**src/rtl/conv_pkg.sv**
```systemverilog
// Shared types and widths for the conv stream controller.
//  state_e        : controller FSM states
//  BEAT_W/WORD_W  : DMA beat width and packed 3x3 byte word width
//  BEATS_PER_WORD : beats needed to build one 72-bit word
//  RES_W          : conv result width
package conv_pkg;
  typedef enum logic [2:0] {IDLE, LD_W, LD_P, FIRE, WAIT_O, SEND} state_e;

  localparam int BEAT_W         = 32;
  localparam int WORD_W         = 72;
  localparam int BEATS_PER_WORD = 3;
  localparam int RES_W          = 32;
endpackage

```
**src/rtl/conv_stream_ctrl_beat_packer.sv**
```systemverilog
// beat_packer: 32->72 deserialiser.
//  clk, rst   : clock, async active-high reset
//  beat       : incoming 32-bit beat
//  beat_en    : beat accepted this cycle
//  word       : assembled word, valid in the cycle word_done is high
//  word_done  : pulse on the accepted beat that completes a word
// The final beat is not registered; word combines the two held beats with the
// live third beat, so the owner latches it on word_done. Bits [31:8] of the
// third beat are dropped.
module beat_packer
  import conv_pkg::*;
(
  input  logic              clk,
  input  logic              rst,
  input  logic [BEAT_W-1:0] beat,
  input  logic              beat_en,
  output logic [WORD_W-1:0] word,
  output logic              word_done
);
  localparam logic [1:0] LAST_BEAT = 2'(BEATS_PER_WORD - 1);

  logic [1:0]        cnt;
  logic [BEAT_W-1:0] b0, b1;

  always_ff @(posedge clk or posedge rst) begin
    if (rst) begin
      cnt <= '0;
      b0  <= '0;
      b1  <= '0;
    end else if (beat_en) begin
      case (cnt)
        2'd0:    begin b0 <= beat; cnt <= 2'd1; end
        2'd1:    begin b1 <= beat; cnt <= 2'd2; end
        default: cnt <= '0;
      endcase
    end
  end

  assign word_done = beat_en && (cnt == LAST_BEAT);
  assign word      = {beat[7:0], b1, b0};
endmodule

```
**src/rtl/conv_stream_ctrl.sv**
```systemverilog
// conv_stream_ctrl: sequencer between the DMA streams and the 3x3 conv MAC.
//  s_axis_*      : MM2S input; one weight word then NUM_PATCH patch words
//  m_axis_*      : S2MM output; one 32-bit result per patch, tlast on the last
//  conv_w/_p     : held weight and patch words, *_valid pulse together for one cycle
//  conv_o(_valid): conv result and strobe; sampled RES_DLY cycles after the strobe
//  busy          : job in progress
//  err_tlast     : sticky, set on misplaced or missing MM2S tlast
// One job at a time. All outputs are registered.
module conv_stream_ctrl
  import conv_pkg::*;
#(
  parameter int NUM_PATCH = 16,
  parameter int RES_DLY   = 1
) (
  input  logic              clk,
  input  logic              rst,
  input  logic [BEAT_W-1:0] s_axis_tdata,
  input  logic              s_axis_tvalid,
  input  logic              s_axis_tlast,
  output logic              s_axis_tready,
  output logic [RES_W-1:0]  m_axis_tdata,
  output logic              m_axis_tvalid,
  output logic              m_axis_tlast,
  input  logic              m_axis_tready,
  output logic [WORD_W-1:0] conv_w,
  output logic              conv_w_valid,
  output logic [WORD_W-1:0] conv_p,
  output logic              conv_p_valid,
  input  logic [RES_W-1:0]  conv_o,
  input  logic              conv_o_valid,
  output logic              busy,
  output logic              err_tlast
);
  localparam int          PW       = $clog2(NUM_PATCH + 1);
  localparam logic [PW-1:0] LAST_P = PW'(NUM_PATCH - 1);
  localparam logic [1:0]  DLY_INIT = (RES_DLY > 0) ? 2'(RES_DLY - 1) : 2'd0;

  state_e            state;
  logic [PW-1:0]     patch_cnt;
  logic [1:0]        dly_cnt;
  logic              dly_act;   // strobe seen, counting down to the sample cycle
  logic              beat_en;
  logic [WORD_W-1:0] word;
  logic              word_done;
  logic              final_beat;
  logic              sample;

  assign beat_en = s_axis_tvalid && s_axis_tready;

  beat_packer u_pack (
    .clk       (clk),
    .rst       (rst),
    .beat      (s_axis_tdata),
    .beat_en   (beat_en),
    .word      (word),
    .word_done (word_done)
  );

  // The only beat allowed to carry tlast is the one completing the last patch.
  assign final_beat = word_done && (state == LD_P) && (patch_cnt == LAST_P);

  // With no delay the strobe cycle itself is the sample cycle.
  assign sample = (state == WAIT_O) &&
                  (dly_act ? (dly_cnt == 2'd0) : (conv_o_valid && (RES_DLY == 0)));

  always_ff @(posedge clk or posedge rst) begin
    if (rst) begin
      state         <= IDLE;
      patch_cnt     <= '0;
      dly_cnt       <= '0;
      dly_act       <= 1'b0;
      s_axis_tready <= 1'b0;
      m_axis_tdata  <= '0;
      m_axis_tvalid <= 1'b0;
      m_axis_tlast  <= 1'b0;
      conv_w        <= '0;
      conv_w_valid  <= 1'b0;
      conv_p        <= '0;
      conv_p_valid  <= 1'b0;
      busy          <= 1'b0;
      err_tlast     <= 1'b0;
    end else begin
      conv_w_valid <= 1'b0;
      conv_p_valid <= 1'b0;
      if (beat_en && (s_axis_tlast != final_beat)) err_tlast <= 1'b1;

      case (state)
        IDLE: begin
          s_axis_tready <= 1'b1;
          if (beat_en) begin
            busy  <= 1'b1;
            state <= LD_W;
          end
        end
        LD_W: if (word_done) begin
          conv_w <= word;
          state  <= LD_P;
        end
        LD_P: if (word_done) begin
          conv_p        <= word;
          conv_w_valid  <= 1'b1;
          conv_p_valid  <= 1'b1;
          s_axis_tready <= 1'b0;
          state         <= FIRE;
        end
        FIRE: state <= WAIT_O;
        WAIT_O: begin
          if (sample) begin
            m_axis_tdata  <= conv_o;
            m_axis_tvalid <= 1'b1;
            m_axis_tlast  <= (patch_cnt == LAST_P);
            dly_act       <= 1'b0;
            state         <= SEND;
          end else if (dly_act) begin
            dly_cnt <= dly_cnt - 2'd1;
          end else if (conv_o_valid) begin
            dly_act <= 1'b1;
            dly_cnt <= DLY_INIT;
          end
        end
        SEND: if (m_axis_tready) begin
          m_axis_tvalid <= 1'b0;
          m_axis_tlast  <= 1'b0;
          s_axis_tready <= 1'b1;
          if (patch_cnt == LAST_P) begin
            patch_cnt <= '0;
            busy      <= 1'b0;
            state     <= IDLE;
          end else begin
            patch_cnt <= patch_cnt + PW'(1);
            state     <= LD_P;
          end
        end
        default: state <= IDLE;
      endcase
    end
  end
endmodule

```
**config.mk**
```make
export PLATFORM = sky130hd
export DESIGN_NAME = conv_stream_ctrl
export DESIGN_NICKNAME = d
export VERILOG_FILES = /design/src/rtl/conv_pkg.sv /design/src/rtl/conv_stream_ctrl_beat_packer.sv /design/src/rtl/conv_stream_ctrl.sv
export SDC_FILE = /design/constraint.sdc
export NUM_CORES = 1
export LEC_CHECK = 0
export BUFFER_PORTS_ARGS = -buffer_cell sky130_fd_sc_hd__buf_2
export CAP_MARGIN = 10
export CORE_MARGIN = 4
export CORE_UTILIZATION = 40
export DETAILED_ROUTE_END_ITERATION = 7
export SKIP_CTS_REPAIR_TIMING = 1
export SLEW_MARGIN = 20
export SYNTH_ARGS = -nofsm -noshare
export SYNTH_HDL_FRONTEND = slang
export SYNTH_HIERARCHICAL = 1
export SYNTH_SLANG_ARGS = --single-unit
```
**constraint.sdc**
```tcl
create_clock -name clk -period 5.2 [get_ports clk]
set_input_delay 0.26 -clock clk [delete_from_list [all_inputs] [get_ports clk]]
set_output_delay 0.26 -clock clk [all_outputs]
set_load 0.01 [all_outputs]
```
# Word-level counts from Yosys, hierarchy flattened
# Cells that the tools add are included.
[op_classes]
n_bitwise = 1
eq_ne = 15
n_reduce_logical = 24
mux = 29
n_addsub = 2
[ops]
columns = ["cell", "count"]
rows = [
  ["$pmux W3 S6", 1],
  ["$mux W3", 5],
  ["$mux W1", 14],
  ["$ne A2 B2 Y1 const B", 6],
  ["$reduce_and A2 Y1", 6],
  ["$reduce_and A3 Y1", 3],
  ["$eq A3 B2 Y1 const B", 2],
  ["$eq A3 B3 Y1 const B", 2],
  ["$logic_and A1 B1 Y1", 6],
  ["$mux W2", 3],
  ["$pmux W1 S2", 3],
  ["$reduce_bool A2 Y1", 3],
  ["$add A5 B1 Y5 const B", 1],
  ["$eq A5 B4 Y1 const B", 1],
  ["$mux W5", 1],
  ["$reduce_and A5 Y1", 1],
  ["$logic_not A2 Y1", 2],
  ["$pmux W2 S2", 1],
  ["$reduce_and A4 Y1", 1],
  ["$eq A3 B1 Y1 const B", 1],
  ["$logic_not A3 Y1", 1],
  ["$pmux W1 S3", 1],
  ["$reduce_bool A3 Y1", 1],
  ["$eq A2 B1 Y1 const B", 1],
  ["4 further kinds", 4],
]
[word_totals]
wordCells = 87
out_inout_bits = 183
register_bits = 259

# Logic depth before layout (Yosys ltp)
# Gate-level depths: netlist (run 1).
[depth]
ltp_word = 6
ltp_mapped = 8

# Modules after synthesis
# Netlist (run 1), hierarchy kept.
[modules_own_cells]
columns = ["module", "cells_each", "area_each_um2", "n_inst"]
rows = [
  ["conv_stream_ctrl", 460, 8117.8, 1],
  ["beat_packer", 152, 2547.4, 1],
]

# Worst setup path after synthesis (run 1)
# No wires, ideal clock.
[synth_path]
path_type = "reg2reg"
start = "register s_axis_tready"
end = "register conv_p[13]"
path_stages_with_launch = 8
period_less_slack_ps = 2060
t_arrival_ps = 1935
setup_ps = 125
path_slack_ps = 3140
required_time_ps = 5075
path_buffers = 2
cell_sequence = "dfrtp_1 > and2_1 > inv_1 > nor3_1 > and4bb_4 > buf_8 > buf_8 > mux2_2"
[synth_between]
elab_chain_len = 3
[synth_lines]
columns = ["element", "line", "rtl"]
rows = [
  ["start, declared", "conv_stream_ctrl.sv:20", "output logic s_axis_tready,"],
  ["start signal, assigned", "conv_stream_ctrl.sv:72", "s_axis_tready <= 1'b0;"],
  ["start signal, assigned", "conv_stream_ctrl.sv:89", "s_axis_tready <= 1'b1;"],
  ["start signal, assigned", "conv_stream_ctrl.sv:103", "s_axis_tready <= 1'b0;"],
  ["$logic_and A1 B1 Y1", "conv_stream_ctrl.sv:48", "assign beat_en = s_axis_tvalid && s_axis_tready;"],
  ["named net beat_en", "conv_stream_ctrl.sv:42", "logic beat_en;"],
  ["$logic_and A1 B1 Y1", "conv_stream_ctrl_beat_packer.sv:39", "assign word_done = beat_en && (cnt == LAST_BEAT);"],
  ["named net word_done", "conv_stream_ctrl.sv:44", "logic word_done;"],
  ["$reduce_and A2 Y1 (no line)", "n/a", ""],
  ["end signal, assigned", "conv_stream_ctrl.sv:100", "conv_p <= word;"],
  ["end, declared", "conv_stream_ctrl.sv:27", "output logic [WORD_W-1:0] conv_p,"],
]
# The timed path passes the listed nets, and every way through them passes these cells.
# A chain may end at the register's enable or synchronous reset.

# Worst setup path in the final report (run 1)
[layout_path]
start = "register s_axis_tready"
end = "register conv_p[33]"
# Same word-level chain as after synthesis.

==> summary.md, run 1 <==
| Metric | Value |
|---|---|
| Status | completed |
| Worst-path clk slew | 0.06 ns |
| Area of the die | between 20,000 and 30,000 sq um |
| Simple-Gate Fraction of Synth Area | 0.0232 |
| Final number of setup-violating endpoints | 0 |
| CP Class | flop to flop |
| Largest net degree at the start of global routing | between 150 and 200 |
| Post-layout nets | between 900 and 1k |
| Setup ws final | roughly 2.4 ns |
| GP Congestion | 0.741 |
| Minimum clock period | about 2.8 ns |
| Critical path arrival | roughly 3.3 ns |
| Post-synthesis adder-cell area fraction | 0.00235 |
| Vias in the first global route | 6,197 |
| Clk root buf | clkbuf_16 |
| Post-Syn Area | ~11,000 sq um |
| First-pass DRT Iterations | 4 |
| Hpwl dp | roughly 15,000 microns |
| GR met3 Demand/Resource | 0.0319 |
| Hold Vio Cnt, Final | 0 |
| Predominant post-synthesis flop cell | dfrtp_1 |
| Worst hold path class | primary input to flop |
| Synth Net Count | slightly below 700 |
| Core Footprint | 26,100 sq um |
| Crit-path max FO | 28 |
| Post-Syn Instances | 612 |
| Total gr overflow | 0 |
| Clock buffer count from CTS | 28 |
| Area grow syn2layout | 25.7% |
| CP required | approximately 5.6 ns |
| Tcrit/Tclk final | 0.547 |
| Grt met1 use | 0.211 |
| Slew Viols, Final | 0 |
| Initial core utilization | 0.408 |
| Worst setup SP type | flop |
| Async S/R FF share, synth | 1.00 |
| Syn_area_per_cell | between 15 and 20 sq um |
| Initial drt markers | 249 |
| Count leader, synth | dfrtp_1 |
| RSZ-0062 raised after global routing | false |
| Largest family of logic cells by synthesized area | multiplexers |
| Total negative slack | 0 ns |
| Grt met2 use | 0.243 |
| Max_cap viols | 0 |
| Compound-cell area share of the yosys netlist | 0.0171 |
| Skew-Pair Late Insertion Delay | roughly 0.53 ns |
| First-pass GRT wire length | approximately 36,000 microns |
| Deepest clock path buffer count | 3 |
| Initial antenna violation count | 0 |
| Worst Setup End Kind | flop |
| Die Wd | between 150 and 200 microns |
| Clock Power Share | 0.225 |
| Share of total power in combinational logic | 0.343 |
| Switching power of the nets | between 2 and 3 mW |
| Seq/Total Area, Yosys | 0.608 |
| LEAKAGE | between 6 and 7 nW |
| Worst Skew | 0.00825 ns |
| Buffers on Ports | 252 |
| Synth Warn # | 6 |
| Clock Sink Count | approximately 260 |
| WL/cell | between 15 and 20 microns |
| Vias per inst | between 4 and 5 |
| Delay of the slowest critical-path stage | 0.67 ns |
| Area share of the largest cell type after synthesis | 0.608 |
| Grt peak-use layer | met2 |
| Worst-Margin Slew | 0.911 ns |
| Pre-CTS setup slack | 2.29 ns |
| Layout cells sized above 1 | 0.580 |
| Internal | between 5 and 6 mW |
| DRC Markers | 0 |
| Synth area leaders | dfrtp_1 (61%), mux2_4 (18%), mux2_2 (12%) |
| EDFF count, synth | 0 |
| Total wire length | about 23,000 microns |
| Synth cell count leaders | dfrtp_1 (259), mux2_4 (129), mux2_2 (110) |
| # diodes | 0 |
| Synthesized flop and latch total | ~260 |
| Antenna viol nets, final | 0 |
| Mux contribution to synthesized area | 0.300 |
| Synth unique cells | 43 |
| GRT Total Usage | 0.151 |
| H-Tree Depth | 1 |
| Switching fraction of total power | 0.308 |
| Worst rel slew slack | 0.393 |
| Pwr per Cell Area | roughly 630 nW/um^2 |
| Setup slack, reg-to-reg | between 2 and 2.5 ns |
| Worst path slowest cell | and4bb_4 |
| # IOs | 253 |
| Max VDD drop | between 0.0002 and 0.0003 V |
| Die height | about 170 microns |
| Vias post-DR | around 6.1k |
| Critical-path cell list | and2_1, inv_1, nor3_1, and4bb_4, buf_4, mux2_2 |
| CTS tree | done |
| Sequential Power Share | 0.432 |
| Row cnt | a little under 60 |
| Fmax achieved | around 350 MHz |
| Post-Synth XOR/XNOR Area | 0.00246 |
| Dominant cell type by area after synthesis | dfrtp_1 |
==> metal layers <==
metal	routed length [microns]	part of all wire
met1	10600	0.46
met4	514	0.022
met5	0	0
met2	10900	0.47
met3	1200	0.052
==> flip-flops by register name, summed over array words and instances, names as in the netlist <==
register	cells
busy	1
dly_cnt	2
s_axis_tready	1
dly_act	1
conv_p_valid	1
err_tlast	1
m_axis_tdata	32
u_pack/cnt	2
m_axis_tlast	1
u_pack/b1	32
conv_p	72
state	3
patch_cnt	5
u_pack/b0	32
m_axis_tvalid	1
conv_w	72
==> layout by cell type, fill, tap and decap left out, types with 2 or more instances in the layout <==
cell type / instances
nor2_1: 4
nand3_1: 5
clkbuf_16: 29
inv_1: 6
mux2_2: 110
xnor2_1: 2
dlygate4sd3_1: 57
a21o_1: 3
a22o_1: 3
buf_4: 6
ha_1: 2
mux2_1: 2
and2_1: 2
buf_2: 252
buf_12: 2
dfrtp_1: 259
nand2_1: 10
clkbuf_8: 5
clkbuf_1: 12
mux2_4: 129
o21ai_0: 8
a211oi_1: 2
a31oi_1: 3
==> kinds of logic after synthesis <==
kind of cell | Yosys count
adder cells (fa/ha/maj) | 2
AND/OR/NAND/NOR | 34
multiplexers | 241
XOR/XNOR | 3
flip-flops | 259
buffers and inverters | 46
AO/OA/AOI/OAI | 27
==> power by group through the flow <==
| stage | combinational [mW] | clock, mW | sequential, mW |
|---|---|---|---|
| 2_1_floorplan | 1.66 | 0 | 3.84 |
| 3_3_place_gp | 2.85 | 0 | 3.66 |
| 3_5_place_dp | 2.91 | 0 | 3.67 |
| 4_1_cts | 2.92 | 1.96 | 3.65 |
| 5_1_grt | 3.12 | 2.04 | 3.78 |
| 6_report | 2.89 | 1.89 | 3.64 |
==> cell type report <==
class / instances / area, sq um
clock inverter: 2 / 35.0
inverter: 8 / 33.8
sequential: 259 / 6480
clock buffer: 46 / 840
fill: 2264 / 12700
timing repair buffer: 317 / 1920
multi-input combinational: 307 / 3680
tap: 335 / 419
==> stage by stage <==
stage	power [mW]	hold slack (ns)	util	instance area (sq um)	instances
after floorplan	5.50	0.393	-	10700	612
after global placement	6.51	0.448	0.458	12000	1169
after detailed placement	6.58	0.447	0.458	12000	1169
after CTS	8.53	-0.0850	0.491	12800	1217
after global routing	8.95	0.000195	0.513	13400	1274
final	8.43	0.00184	0.513	13400	1274
==> worst paths after layout <==
| check | from | end | cells after the start |
|---|---|---|---|
| hold / removal | s_axis_tdata[11] | u_pack/b1[11] | 2 |
| setup / recovery | s_axis_tready | conv_p[33] | 6 |
| max in group asynchronous | rst | conv_w[40] | 5 |
| min in group asynchronous | rst | conv_w[19] | 4 |
| setup reg to reg | s_axis_tready | conv_p[33] | 6 |
| hold reg to reg | err_tlast | err_tlast | 1 |
==> worst max-delay path, delay by kind of cell (launching register included) <==
family | cells | cell delay, ns
buffers and inverters | 2 | 0.59
DFF | 1 | 0.37
muxes | 1 | 0.39
and+or+nand+nor | 3 | 1.36
No activity file was read; power rests on OpenSTA's default activity.
==> run 2, diff against run 1 <==
==> constraint.sdc (replaced) <==
create_clock -name clk -period 2.9 [get_ports clk]
set_input_delay 0.145 -clock clk [delete_from_list [all_inputs] [get_ports clk]]
set_output_delay 0.145 -clock clk [all_outputs]
set_load 0.01 [all_outputs]
==> run 2 against run 1 <==
Effect of this change: combinational power is 81% higher; via count is 1.5% higher; largest cell class unchanged; global-route usage hardly changed; clock-buffer cell count is 2 higher; sequential power is 79% higher; largest power group unchanged; maximum frequency is 19% higher; setup slack worse by 1.8 ns.
==> summary.md, run 2 (same netlist as run 1, synthesis figures left out) <==
| Metric | Value |
|---|---|
| Fmax achieved | 418 MHz (+19%) |
| Worst path slowest cell | and4bb_4 |
| Critical path arrival | 2.80 ns (-0.45 ns) |
| Critical-path cell list | and2_1, inv_1, nor3_1, and4bb_4, buf_12, mux2_2 |
| Pre-CTS setup slack | 0.509 ns (-1.78 ns) |
| Setup ws final | 0.506 ns (-1.85 ns) |
| Post-layout nets | 1,009 (+1.6%) |
| Largest net degree at the start of global routing | 118 (-22%) |
| Total negative slack | 0 ns (unchanged) |
| Skew-Pair Late Insertion Delay | 0.52 ns (about the same) |
| Clock Sink Count | 259 (unchanged) |
| Vias in the first global route | 6,156 (-0.66%) |
| Vias per inst | 4.76 (about the same) |
| Tcrit/Tclk final | 0.825 (+0.278) |
| First-pass GRT wire length | 35,600 microns (about the same) |
| Layout cells sized above 1 | 0.581 (about the same) |
| Worst Hold Launch | m_axis_tready |
| Clock buffer count from CTS | 28 (unchanged) |
| # IOs | 253 (unchanged) |
| Deepest clock path buffer count | 3 (unchanged) |
| Clock Power Share | 0.230 (+0.005) |
| H-Tree Depth | 1 (unchanged) |
| Die Wd | 171 microns (unchanged) |
| Worst setup path start | s_axis_tready |
| Worst-path clk slew | 0.06 ns (about the same) |
| WL/cell | 18.1 microns (-0.75%) |
| Minimum clock period | 2.39 ns (-0.452 ns) |
| GRT Total Usage | 0.151 (-0.000233) |
| Delay of the slowest critical-path stage | 0.56 ns (-0.11 ns) |
| Die height | 171 microns (unchanged) |
| Most common cell after layout, fill and taps aside | dfrtp_1 |
| Final core utilization | 0.524 (+0.0106) |
| Initial antenna violation count | 0 (unchanged) |
| Pwr per Cell Area | 1120 nW/um^2 (+78%) |
| Buffers on Ports | 252 (unchanged) |
| Area of the die | 29,300 sq um (unchanged) |
| Total design power | 15.3 mW (+81%) |
| Worst rel slew slack | 0.531 (+0.138) |
| Max VDD drop | 0.000450 V (+59%) |
| Delay-heaviest family, CP | simple AND/OR/NAND/NOR gates |
| Hold Vio Cnt, Final | 0 (unchanged) |
| First-pass DRT Iterations | 4 (unchanged) |
| Share of total power in combinational logic | 0.343 (about the same) |
| CP required | 3.31 ns (-2.29 ns) |
| Total wire length | 23,400 microns (+0.81%) |
| Buf/Inv on CP | 2 (unchanged) |
| # diodes | 0 (unchanged) |
| Core Footprint | 26,100 sq um (unchanged) |
| Worst setup SP type | flop |
| Worst hold path class | primary input to flop |
| Inst Count DP | 1,175 (+0.51%) |
| Initial drt markers | 224 (-10%) |
| Final Non-Filler Cells | 1,294 (+1.6%) |
| Final number of setup-violating endpoints | 0 (unchanged) |
| Row cnt | 59 (unchanged) |
| Worst-Margin Slew | 0.702 ns (-0.209 ns) |
| Switching power of the nets | 4.69 mW (+80%) |
| Clk root buf | clkbuf_16 |
| Top flop regs | conv_p (72), conv_w (72) |
| Hpwl dp | 15,300 microns (+2.6%) |
| Status | completed |
| Antenna viol nets, final | 0 (unchanged) |
| Most frequent cells in the layout | dfrtp_1 (259), buf_2 (252), mux2_4 (129) |
| Area grow syn2layout | 28.3% |
| RSZ-0062 raised after global routing | false |
| Placed inst area | 12,100 sq um (+1.0%) |
| Fill cell count | 2,258 (-0.27%) |
| Crit-path max FO | 21 (-25%) |
| DRC Markers | 0 (unchanged) |
| Initial core utilization | 0.408 (unchanged) |
| Worst Skew | 0.00910 ns (+0.000849 ns) |
| Internal | 10.6 mW (+82%) |
| GP Congestion | 0.745 (+0.61%) |
| Switching fraction of total power | 0.307 (-0.00158) |
| Sequential Power Share | 0.427 (-0.005) |
| Max_cap viols | 0 (unchanged) |
| Slew Viols, Final | 0 (unchanged) |
| Vias post-DR | 6,165 (+1.5%) |
| Total gr overflow | 0 (unchanged) |
| LEAKAGE | 6.82 nW (+1.9%) |
| CP Class | flop to flop |
| WHS | 0.0156 ns (+0.0138 ns) |
| R2r startpoint | s_axis_tready |
| Worst Setup End Kind | flop |
| CTS tree | done |
| Final instance area | 13,700 sq um (+2.1%) |
## run 2: cell types whose count changed in the layout (fill, tap and decap cells not counted)
cell / previous run / this run
clkbuf_8: 5 / 9
clkinv_2: 1 / 3
buf_12: 2 / 8
clkbuf_1: 12 / 10
dlygate4sd3_1: 57 / 67
## run 2: final timing paths
kind,slack (ns),to,depth (start not counted)
min reg2reg,0.47,err_tlast,1
max reg2reg,0.51,conv_p[15],6
min,0.02,patch_cnt[2],3
min in group asynchronous,0.32,u_pack/b0[18],3
max,0.51,conv_p[15],6
max in group asynchronous,1.83,u_pack/b1[3],4
## run 2: per-layer routing
| metal | vias up | track usage | part of all wire | routed length (microns) |
|---|---|---|---|---|
| li1 | 2816 | - | - | - |
| met1 | 3150 | 0.218 | 0.45 | 10600 |
| met2 | 163 | 0.235 | 0.47 | 11100 |
| met3 | 36 | 0.0310 | 0.056 | 1300 |
| met4 | 0 | 0.0369 | 0.018 | 432 |
| met5 | - | 0 | 0 | 0 |
## run 2: final cells by class
class	count	area, sq um	share of cell area
clock buffers	48	887	0.0648
well taps	335	419	0.0306
multi-input cells	307	3680	0.269
flip-flops and latches	259	6480	0.474
clock inverters	4	45.0	0.00329
inverters	8	33.8	0.00247
repair buffers	333	2140	0.156
## run 2: power groups by stage
stage          clock network, mW  registers [mW]  logic (mW)
3_3_place_gp                   0            6.55        5.15
6_report                    3.51            6.53        5.24
5_1_grt                     3.79            6.79        5.66
2_1_floorplan                  0            6.89        2.97
3_5_place_dp                   0            6.56        5.26
4_1_cts                     3.64            6.54        5.26
## run 2: worst reg2reg max path, stage by stage, from the launching register on
cell and delay (ns):
dfrtp_1 0.37, and2_1 0.27, inv_1 0.08, nor3_1 0.38, and4bb_4 0.56, buf_12 0.26
mux2_2 0.36
